`src/rtl/second_game_pkg.sv`:
```
// Shared types and helpers for the second game's pixel renderer.
// Local coordinates are CW-bit signed so sprites near the window edge clip instead of wrapping.
package second_game_pkg;

  localparam int CW = 12;

  typedef logic [11:0] rgb12_t;

  typedef enum logic {
    IDLE  = 1'b0,
    FLASH = 1'b1
  } flash_state_t;

  // |a - b| with one extra bit so the subtraction can never overflow
  function automatic logic [CW:0] abs_diff(input logic signed [CW-1:0] a,
                                           input logic signed [CW-1:0] b);
    logic signed [CW:0] d;
    d = {a[CW-1], a} - {b[CW-1], b};
    if (d[CW]) d = -d;
    return d;
  endfunction

endpackage

```
`src/rtl/second_game_sprite_hit.sv`:
```
// One sprite box test: hit when enabled and both axis distances are within PLAYER_SIZE (inclusive).
// Purely combinational; sprite centre x is unsigned window-local, extended to signed for the compare.
import second_game_pkg::*;

module second_game_sprite_hit #(
  parameter int XW          = 9,
  parameter int PLAYER_SIZE = 20,
  parameter int PLAYER_Y    = 10
) (
  input  logic signed [CW-1:0] i_h,
  input  logic signed [CW-1:0] i_v,
  input  logic [XW-1:0]        i_x,
  input  logic                 i_en,
  output logic                 o_hit
);

  localparam logic signed [CW-1:0] LP_Y = CW'(PLAYER_Y);
  localparam logic [CW:0]          LP_S = (CW+1)'(PLAYER_SIZE);

  logic signed [CW-1:0] w_x;

  assign w_x   = $signed({{(CW-XW){1'b0}}, i_x});
  assign o_hit = i_en && (abs_diff(i_h, w_x) <= LP_S) && (abs_diff(i_v, LP_Y) <= LP_S);

endmodule

```
`src/rtl/second_game_renderer.sv`:
```
// Game-window renderer: sprites over obstacles, 2-cycle latency to match the synchronous obstacle RAM.
// Tracks per-player obstacle collisions per frame and runs a hit-flash FSM on frame boundaries.
import second_game_pkg::*;

module second_game_renderer #(
  parameter int             START_X       = 400,
  parameter int             SCREEN_WIDTH  = 400,
  parameter int             SCREEN_HEIGHT = 600,
  parameter int             NUM_PLAYERS   = 2,
  parameter int             PLAYER_SIZE   = 20,
  parameter int             PLAYER_Y      = 10,
  parameter int             FLASH_FRAMES  = 30,
  parameter logic [47:0]    PLAYER_COLOR  = {12'hF00, 12'hFF0, 12'hF0F, 12'h0FF},
  parameter rgb12_t         OBSTACLE_COLOR = 12'h0F0,
  parameter rgb12_t         BKG_COLOR     = 12'h00F,
  parameter rgb12_t         FLASH_COLOR   = 12'hFFF,
  localparam int            XW            = $clog2(SCREEN_WIDTH),
  localparam int            YW            = $clog2(SCREEN_HEIGHT)
) (
  input  logic                      i_clk,
  input  logic                      i_rst,
  input  logic                      i_disp_enbl,
  input  logic [10:0]               i_h_coord,
  input  logic [9:0]                i_v_coord,
  output logic [XW-1:0]             o_screen_x,
  output logic [YW-1:0]             o_screen_y,
  input  logic                      i_is_obstacle,
  input  logic [NUM_PLAYERS*XW-1:0] i_player_x,
  input  logic [NUM_PLAYERS-1:0]    i_player_en,
  output logic [3:0]                o_red,
  output logic [3:0]                o_green,
  output logic [3:0]                o_blue,
  output logic [NUM_PLAYERS-1:0]    o_collision,
  output logic                      o_flash_active
);

  localparam int                   CNTW = $clog2(FLASH_FRAMES + 1);
  localparam logic signed [CW-1:0] LP_SX = CW'(START_X);
  localparam logic signed [CW-1:0] LP_W  = CW'(SCREEN_WIDTH);
  localparam logic signed [CW-1:0] LP_H  = CW'(SCREEN_HEIGHT);

  // Stage 0: window-local coordinates and sprite hits
  logic signed [CW-1:0]   w_h, w_v;
  logic                   w_inwin;
  logic [NUM_PLAYERS-1:0] w_hit;

  assign w_h        = $signed({1'b0, i_h_coord}) - LP_SX;
  assign w_v        = $signed({2'b00, i_v_coord});
  assign w_inwin    = (w_h >= 0) && (w_h < LP_W) && (w_v < LP_H);
  assign o_screen_x = w_h[XW-1:0];
  assign o_screen_y = w_v[YW-1:0];

  for (genvar g = 0; g < NUM_PLAYERS; g++) begin : g_hit
    second_game_sprite_hit #(
      .XW          (XW),
      .PLAYER_SIZE (PLAYER_SIZE),
      .PLAYER_Y    (PLAYER_Y)
    ) u_hit (
      .i_h   (w_h),
      .i_v   (w_v),
      .i_x   (i_player_x[g*XW +: XW]),
      .i_en  (i_player_en[g]),
      .o_hit (w_hit[g])
    );
  end

  // Stage 1 registers
  logic signed [CW-1:0]   r_v, r_v_prev;
  logic                   r_de, r_inwin;
  logic [NUM_PLAYERS-1:0] r_hit;

  always_ff @(posedge i_clk) begin
    if (i_rst) begin
      r_v      <= '0;
      r_v_prev <= '0;
      r_de     <= 1'b0;
      r_inwin  <= 1'b0;
      r_hit    <= '0;
    end else begin
      r_v      <= w_v;
      r_v_prev <= r_v;
      r_de     <= i_disp_enbl;
      r_inwin  <= w_inwin;
      r_hit    <= w_hit;
    end
  end

  // Stage 1 combinational: visibility, collisions, frame boundary
  logic                   w_vis, w_bound;
  logic [NUM_PLAYERS-1:0] w_coll;

  assign w_vis   = r_de && r_inwin;
  assign w_coll  = r_hit & {NUM_PLAYERS{w_vis && i_is_obstacle}};
  assign w_bound = (r_v == 0) && (r_v_prev != 0);

  flash_state_t           r_state, w_state_nxt;
  logic [CNTW-1:0]        r_cnt, w_cnt_nxt;
  logic [NUM_PLAYERS-1:0] r_mask, w_mask_nxt;
  logic                   r_phase, w_phase_nxt;
  logic [NUM_PLAYERS-1:0] r_sticky;

  // Lowest-index sprite wins, so scan downward and let later matches override
  rgb12_t w_color;
  always_comb begin
    w_color = '0;
    if (w_vis) begin
      w_color = i_is_obstacle ? OBSTACLE_COLOR : BKG_COLOR;
      for (int p = NUM_PLAYERS - 1; p >= 0; p--) begin
        if (r_hit[p]) begin
          w_color = (r_state == FLASH && r_mask[p] && r_phase) ? FLASH_COLOR
                                                              : PLAYER_COLOR[(3-p)*12 +: 12];
        end
      end
    end
  end

  // Flash FSM advances only on frame boundaries; sticky holds the frame just ended
  always_comb begin
    w_state_nxt = r_state;
    w_cnt_nxt   = r_cnt;
    w_mask_nxt  = r_mask;
    w_phase_nxt = r_phase;
    if (w_bound) begin
      case (r_state)
        IDLE: begin
          if (|r_sticky) begin
            w_state_nxt = FLASH;
            w_cnt_nxt   = CNTW'(FLASH_FRAMES);
            w_mask_nxt  = r_sticky;
            w_phase_nxt = 1'b1;
          end
        end
        FLASH: begin
          w_phase_nxt = ~r_phase;
          if (|r_sticky) begin
            w_cnt_nxt  = CNTW'(FLASH_FRAMES);
            w_mask_nxt = r_mask | r_sticky;
          end else if (r_cnt <= 1) begin
            w_state_nxt = IDLE;
            w_cnt_nxt   = '0;
            w_mask_nxt  = '0;
            w_phase_nxt = 1'b0;
          end else begin
            w_cnt_nxt = r_cnt - 1'b1;
          end
        end
        default: w_state_nxt = IDLE;
      endcase
    end
  end

  rgb12_t r_color;

  always_ff @(posedge i_clk) begin
    if (i_rst) begin
      r_state        <= IDLE;
      r_cnt          <= '0;
      r_mask         <= '0;
      r_phase        <= 1'b0;
      r_sticky       <= '0;
      r_color        <= '0;
      o_collision    <= '0;
      o_flash_active <= 1'b0;
    end else begin
      r_state        <= w_state_nxt;
      r_cnt          <= w_cnt_nxt;
      r_mask         <= w_mask_nxt;
      r_phase        <= w_phase_nxt;
      r_sticky       <= w_bound ? w_coll : (r_sticky | w_coll);
      r_color        <= w_color;
      o_collision    <= w_bound ? r_sticky : '0;
      o_flash_active <= (w_state_nxt == FLASH);
    end
  end

  assign o_red   = r_color[11:8];
  assign o_green = r_color[7:4];
  assign o_blue  = r_color[3:0];

endmodule

```
`config.mk`:
```
export PLATFORM = sky130hd
export DESIGN_NAME = second_game_renderer
export DESIGN_NICKNAME = d
export VERILOG_FILES = /design/src/rtl/second_game_pkg.sv /design/src/rtl/second_game_sprite_hit.sv /design/src/rtl/second_game_renderer.sv
export SDC_FILE = /design/constraint.sdc
export NUM_CORES = 1
export LEC_CHECK = 0
export BUFFER_PORTS_ARGS = -buffer_cell sky130_fd_sc_hd__buf_2
export CAP_MARGIN = 5
export CORE_AREA = 3 3 129 81
export CTS_BUF_LIST = sky130_fd_sc_hd__clkbuf_8
export CTS_CLUSTER_DIAMETER = 80
export CTS_CLUSTER_SIZE = 40
export DETAILED_ROUTE_END_ITERATION = 12
export DIE_AREA = 0 0 132 84
export SYNTH_ARGS = -nofsm -noshare
export SYNTH_HDL_FRONTEND = slang
export SYNTH_SLANG_ARGS = --single-unit
```
`constraint.sdc`:
```
create_clock -name i_clk -period 3.83 [get_ports i_clk]
set_clock_uncertainty 0.05 [all_clocks]
set_input_delay 0.5745 -clock i_clk [delete_from_list [all_inputs] [get_ports i_clk]]
set_output_delay 0.5745 -clock i_clk [all_outputs]
set_load 0.01 [all_outputs]
```
# Word level (Yosys, flattened, before mapping)
# Index checks and enable logic that the tools add are counted.
# word_totals
wordCells,82
register_bits,53
inputBits,45
# op_classes
addsub,8
muxes,25
eq_ne,2
bitwise_logic,7
n_lt_le_gt_ge,7
n_reduce_logical,20
# ops
operator,count
$le A13 B5 Y1 const B,3
$mux W13,3
$neg A13 Y13,3
$logic_not A32 Y1,1
$reduce_bool A32 Y1,1
$sub A12 B10 Y13,2
$mux W12,2
$mux W8,2
$mux W5,3
$logic_and A1 B1 Y1,13
$ge A12 B1 Y1 const B,1
$lt A12 B10 Y1 const B,1
$sub A11 B9 Y12 const B,1
$sub A10 B4 Y11 const B,1
$lt A10 B10 Y1 const B,1
$pmux W5 S2,1
$mux W2,4
$mux W1,6
$reduce_or A2 Y1,3
$le A5 B1 Y1 const B,1
$sub A5 B1 Y5 const B,1
$mux W4,1
$not A1 Y1,4
$or A2 B2 Y2,2
7 further kinds,8

# Longest topological paths before layout
# logic_depth
depth_word,7
mapped_depth,13
mapped_depth_nobuf,13

# Cells and area by module
# A second synthesis with hierarchy kept.
# unflattened
cells_unflattened,589
area_unflattened_um2,4531.8
# by_module_without_submodules
mod,cells_per_inst,instances,area_each_um2,seq_area_each_um2
second_game_sprite_hit,191,2,1312.5,0.0
second_game_renderer,207,1,1906.8,800.8

# Worst setup path before layout
# Ideal clock, no wire load.
# synth_path
path_type,input -> register
start,input i_h_coord[4]
end,register r_hit[1]
setup_slack_ns,0.593
setup_ns,0.132
t_arrival_ns,3.055
cell_stages,12
path_cell_list,inv_1 > ha_1 > xor2_1 > ha_1 > inv_1 > nor3_1 > o31ai_2 > a31o_2 > or4_1 > and3_1 > o311ai_0 > a311oi_1
# synth_via
elab_chain_cells,7
# synth_rtl
element,line,rtl
from (decl),second_game_renderer.sv:23,"input logic [10:0] i_h_coord,"
$sub A11 B9 Y12 *,second_game_renderer.sv:47,"assign w_h = $signed({1'b0, i_h_coord}) - LP_SX;"
named net o_screen_x[6],second_game_renderer.sv:25,"output logic [XW-1:0] o_screen_x,"
$sub A12 B10 Y13 *,second_game_pkg.sv:18,"d = {a[CW-1], a} - {b[CW-1], b};"
$neg A13 Y13,second_game_pkg.sv:19,if (d[CW]) d = -d;
$mux W13 *,second_game_pkg.sv:19,
$le A13 B5 Y1 *,second_game_sprite_hit.sv:23,"assign o_hit = i_en && (abs_diff(i_h, w_x) <= LP_S) && (abs_diff(i_v, LP_Y) <= LP_S);"
$logic_and A1 B1 Y1 * (2 in a row),second_game_sprite_hit.sv:23,
to (signal assigned),second_game_renderer.sv:84,r_hit <= w_hit;
to (decl),second_game_renderer.sv:70,logic [NUM_PLAYERS-1:0] r_hit;
# The timed path passes the listed nets; every way through them passes the cells marked *.
# A chain may end at the register's enable or synchronous reset.

# Final worst setup path
# layout_path
start,input i_h_coord[4]
end,register r_hit[1]
# layout_via
elab_chain_cells,7
# layout_rtl
element,line
$sub A11 B9 Y12 *,second_game_renderer.sv:47
$sub A12 B10 Y13 *,second_game_pkg.sv:18
$neg A13 Y13,second_game_pkg.sv:19
$mux W13 *,second_game_pkg.sv:19
$le A13 B5 Y1 *,second_game_sprite_hit.sv:23
$logic_and A1 B1 Y1 * (2 in a row),second_game_sprite_hit.sv:23
# Every way passes the cells marked *; elsewhere a longest branch is shown, timed or not.

==> results.py <==
metrics = {
    "layout": {
        "syn2layout_area_growth_pct": 12.8,
        "antenna_cells": 0,
        "drive_gt1_share_pct": 21.2,
        "layout.nets": 593,
    },
    "worst_setup_path": {
        "required_ns": 3.95,
        "end_kind": "flip-flop",
        "start_kind": "input port",
        "cp-startpoint": "i_h_coord[4]",
        "r2r-end": "r_cnt[4]",
        "rr_startpoint": "r_v[0]",
        "cp.arrival_ns": 3.51,
        "crit_chain": "buf_2 -> inv_1 -> ha_1 -> xor2_1 -> ha_1 -> inv_1 -> nor3_1 -> o31ai_2 -> a31o_2 -> or4_1 -> and3_1 -> o311ai_0 -> a311oi_1",
        "regToRegSetupSlack_ns": 1.85,
        "crit_buf_inv": 3,
        "critPathMaxStageDelay_ns": 0.39,
        "crit_end": "r_hit[1]",
        "crit_cells": 13,
        "r2r_cells": 6,
        "worst-path-max-fanout": 5,
        "crit_family": "simple AND/OR/NAND/NOR gates",
        "crit_slowest_cell": "or4_1",
        "crit_type": "in -> reg",
    },
    "die": {
        "rows": 27,
        "ioPinCount": 79,
        "core_sq_um": 9220,
        "die_x_microns": 132,
        "start_util_pct": 40.1,
        "design.die.area_sq_um": 11100,
        "fp.dieH_microns": 84,
    },
    "logic_synthesis": {
        "syn_area_sq_um": 3690,
        "synth_warnings": 0,
        "syn_nets": 539,
        "yosysSeqAreaShare_pct": 21.7,
        "synth_cell_type_count": 77,
        "ys_async_sr_fraction_pct": 0,
        "synth_top_cell_area_share_pct": 21.7,
        "synthCells": 468,
        "synth.ff_latch_count": 40,
        "avgSynthCellArea_sq_um": 7.89,
        "ys_top_cells_by_area": "dfxtp_1, ha_1, buf_4, nor2b_1, inv_1",
        "ys.flop_type": "dfxtp_1",
        "yosys.area.top_type": "dfxtp_1",
        "ys_top_cells_by_count": "dfxtp_1, inv_1, nor2_1, nand2_1, ha_1",
        "synth_most_common_cell": "dfxtp_1",
        "synth_edf_count": 0,
    },
    "drt": {
        "wl_per_cell_microns": 13.9,
        "drc": 0,
        "first_pass_iters": 5,
        "vias_per_cell": 5.39,
        "drt_iter0_drc": 244,
        "num_vias": 3519,
        "detail-route-antenna-nets": 0,
        "finalWirelength_microns": 9100,
    },
    "flow_run": {
        "maxCapViolations": 0,
    },
    "clocking": {
        "cts_tree": "yes",
        "clkSinkCount": 40,
        "cts_hold_buf": 0,
        "clockBufferDepth": 2,
        "cts_root_buf": "clkbuf_8",
        "cts_resized": 0,
        "post_cts_buffers": 0,
        "clock_latency_ns": 0.30,
        "cts_buffers": 5,
        "clk_pin_slew_ns": 0.07,
        "cts_max_level": 2,
    },
    "sta": {
        "relSlewSlack_pct": 46.6,
        "hold_viol": 0,
        "holdWs_ns": 0.414,
        "rsz0062_at_grt": "no",
        "tns_ns": 0,
        "worst_slew_pin_slew_ns": 0.794,
        "post-route-period-util_pct": 88.6,
        "period_needed_ns": 3.39,
        "setup_viol": 0,
        "max_freq_ghz": 0.295,
        "slew_violations": 0,
    },
    "placed_design": {
        "portBuffers": 78,
        "gp_congestion": 0.890,
        "dp_hpwl_microns": 7440,
    },
    "global_routing": {
        "antenna_found_initial": 0,
        "grt_max_degree": 37,
        "grtUsageTotal_pct": 16.0,
        "grt_pass1_vias": 3114,
        "grt_pass1_wl_microns": 15000,
        "gr-total-overflow": 0,
    },
    "power_and_ir_drop": {
        "p_leak_nw": 1.76,
        "p_per_area_nw_per_um2": 321,
        "finalPower_mw": 1.34,
        "peakVddDrop_mv": 0.117,
    },
    "outcome": {
        "status": "finished clean",
    },
    "min_path": {
        "hp-class": "reg -> reg",
    },
}
==> metal layers <==
metal / global-route usage, % / routed length (microns) / vias to the layer above
li1: - / - / 1791
met1: 24.1 / 4790 / 1600
met2: 22.7 / 3590 / 115
met3: 3.86 / 625 / 13
met4: 3.62 / 92 / 0
met5: 0 / 0 / -
==> cell families after synthesis <==
kind of cell | count (synthesis) | share of synthesized area (%)
xor gates and xnor gates | 22 | 5.93
buffers and inverters | 72 | 9.96
adders and majority gates | 26 | 9.21
DFF | 40 | 21.7
and+or+nand+nor | 178 | 25.5
AOI/OAI and AO/OA | 126 | 26.6
muxes | 4 | 1.12
==> worst reg2reg max path, stage by stage (launching register included) <==
cell and delay (ns):
dfxtp_1 0.32, nor4_1 0.39, and4_1 0.36, nand3_1 0.28
a21o_1 0.25, a21oi_1 0.14, nor3_1 0.06
==> stage by stage <==
step,cells,setup WS (ns),utilization [%],area (sq um)
after detailed placement,645,0.234,43.8,4040
after global placement,645,0.207,43.8,4040
final,653,0.438,45.2,4170
after CTS,653,0.521,45.2,4170
after global routing,653,0.139,45.2,4170
after floorplan,468,0.593,-,3690
==> worst min-delay path by stage <==
stage | slack (ns) | cells past startpoint | end | start
2_1_floorplan | 0.39 | 1 | r_v_prev[0] | r_v[0]
3_3_place_gp | 0.41 | 1 | r_v_prev[6] | r_v[6]
3_5_place_dp | 0.41 | 1 | r_v_prev[2] | r_v[2]
4_1_cts | 0.42 | 1 | r_v_prev[2] | r_v[2]
5_1_grt | 0.42 | 1 | r_v_prev[2] | r_v[2]
6_report | 0.41 | 1 | r_v_prev[4] | r_v[4]
==> layout make-up <==
class / count / area (sq um)
timing repair buffer: 80 / 405
tap: 130 / 163
clock buffer: 7 / 96.3
multi-input combinational: 356 / 2530
clock inverter: 1 / 30.0
sequential: 40 / 801
fill: 914 / 5050
inverter: 39 / 146
==> layout by cell type (no fill, tap or decap), types with 3 or more instances in the layout <==
master     netlist  routed
nor2b_1         23      23
and2_1           7       7
nor3_1          22      22
buf_2            3      78
inv_1           38      38
nand3b_1         5       5
xor2_1           8       8
nand2b_1         8       8
nor2_1          36      36
a31oi_1          6       6
clkbuf_8         0       7
or3_1            3       3
o2bb2ai_1        3       3
nand4_1          5       5
a22oi_1          4       4
ha_1            24      24
a21o_1           4       4
o21ai_0         18      18
o21a_1           6       6
and3_1           4       4
o22ai_1          4       4
o211ai_1         5       5
o2111ai_1        3       3
or2_2            3       3
nand3_1         10      10
nand2_1         33      33
xnor2_1         12      12
mux2i_1          3       3
a211o_1          3       3
dfxtp_1         40      40
a21oi_1         23      23
nor4_1           8       8
a211oi_1         7       7
==> power by group <==
group | internal (mW) | leakage, nW | total [mW] | switching [mW]
Clock | 0.230 | 0.0645 | 0.375 | 0.145
Sequential | 0.427 | 0.327 | 0.431 | 0.00458
Combinational | 0.218 | 1.36 | 0.533 | 0.315
Total | 0.874 | 1.76 | 1.34 | 0.465
==> sequential cells by signal, summed over array words and instances (netlist names), 2 cells and up <==
signal / count
r_v: 10
r_sticky: 2
r_mask: 2
r_cnt: 5
r_v_prev: 10
r_color: 3
r_hit: 2
o_collision: 2
(Power assumes the default switching activity.)
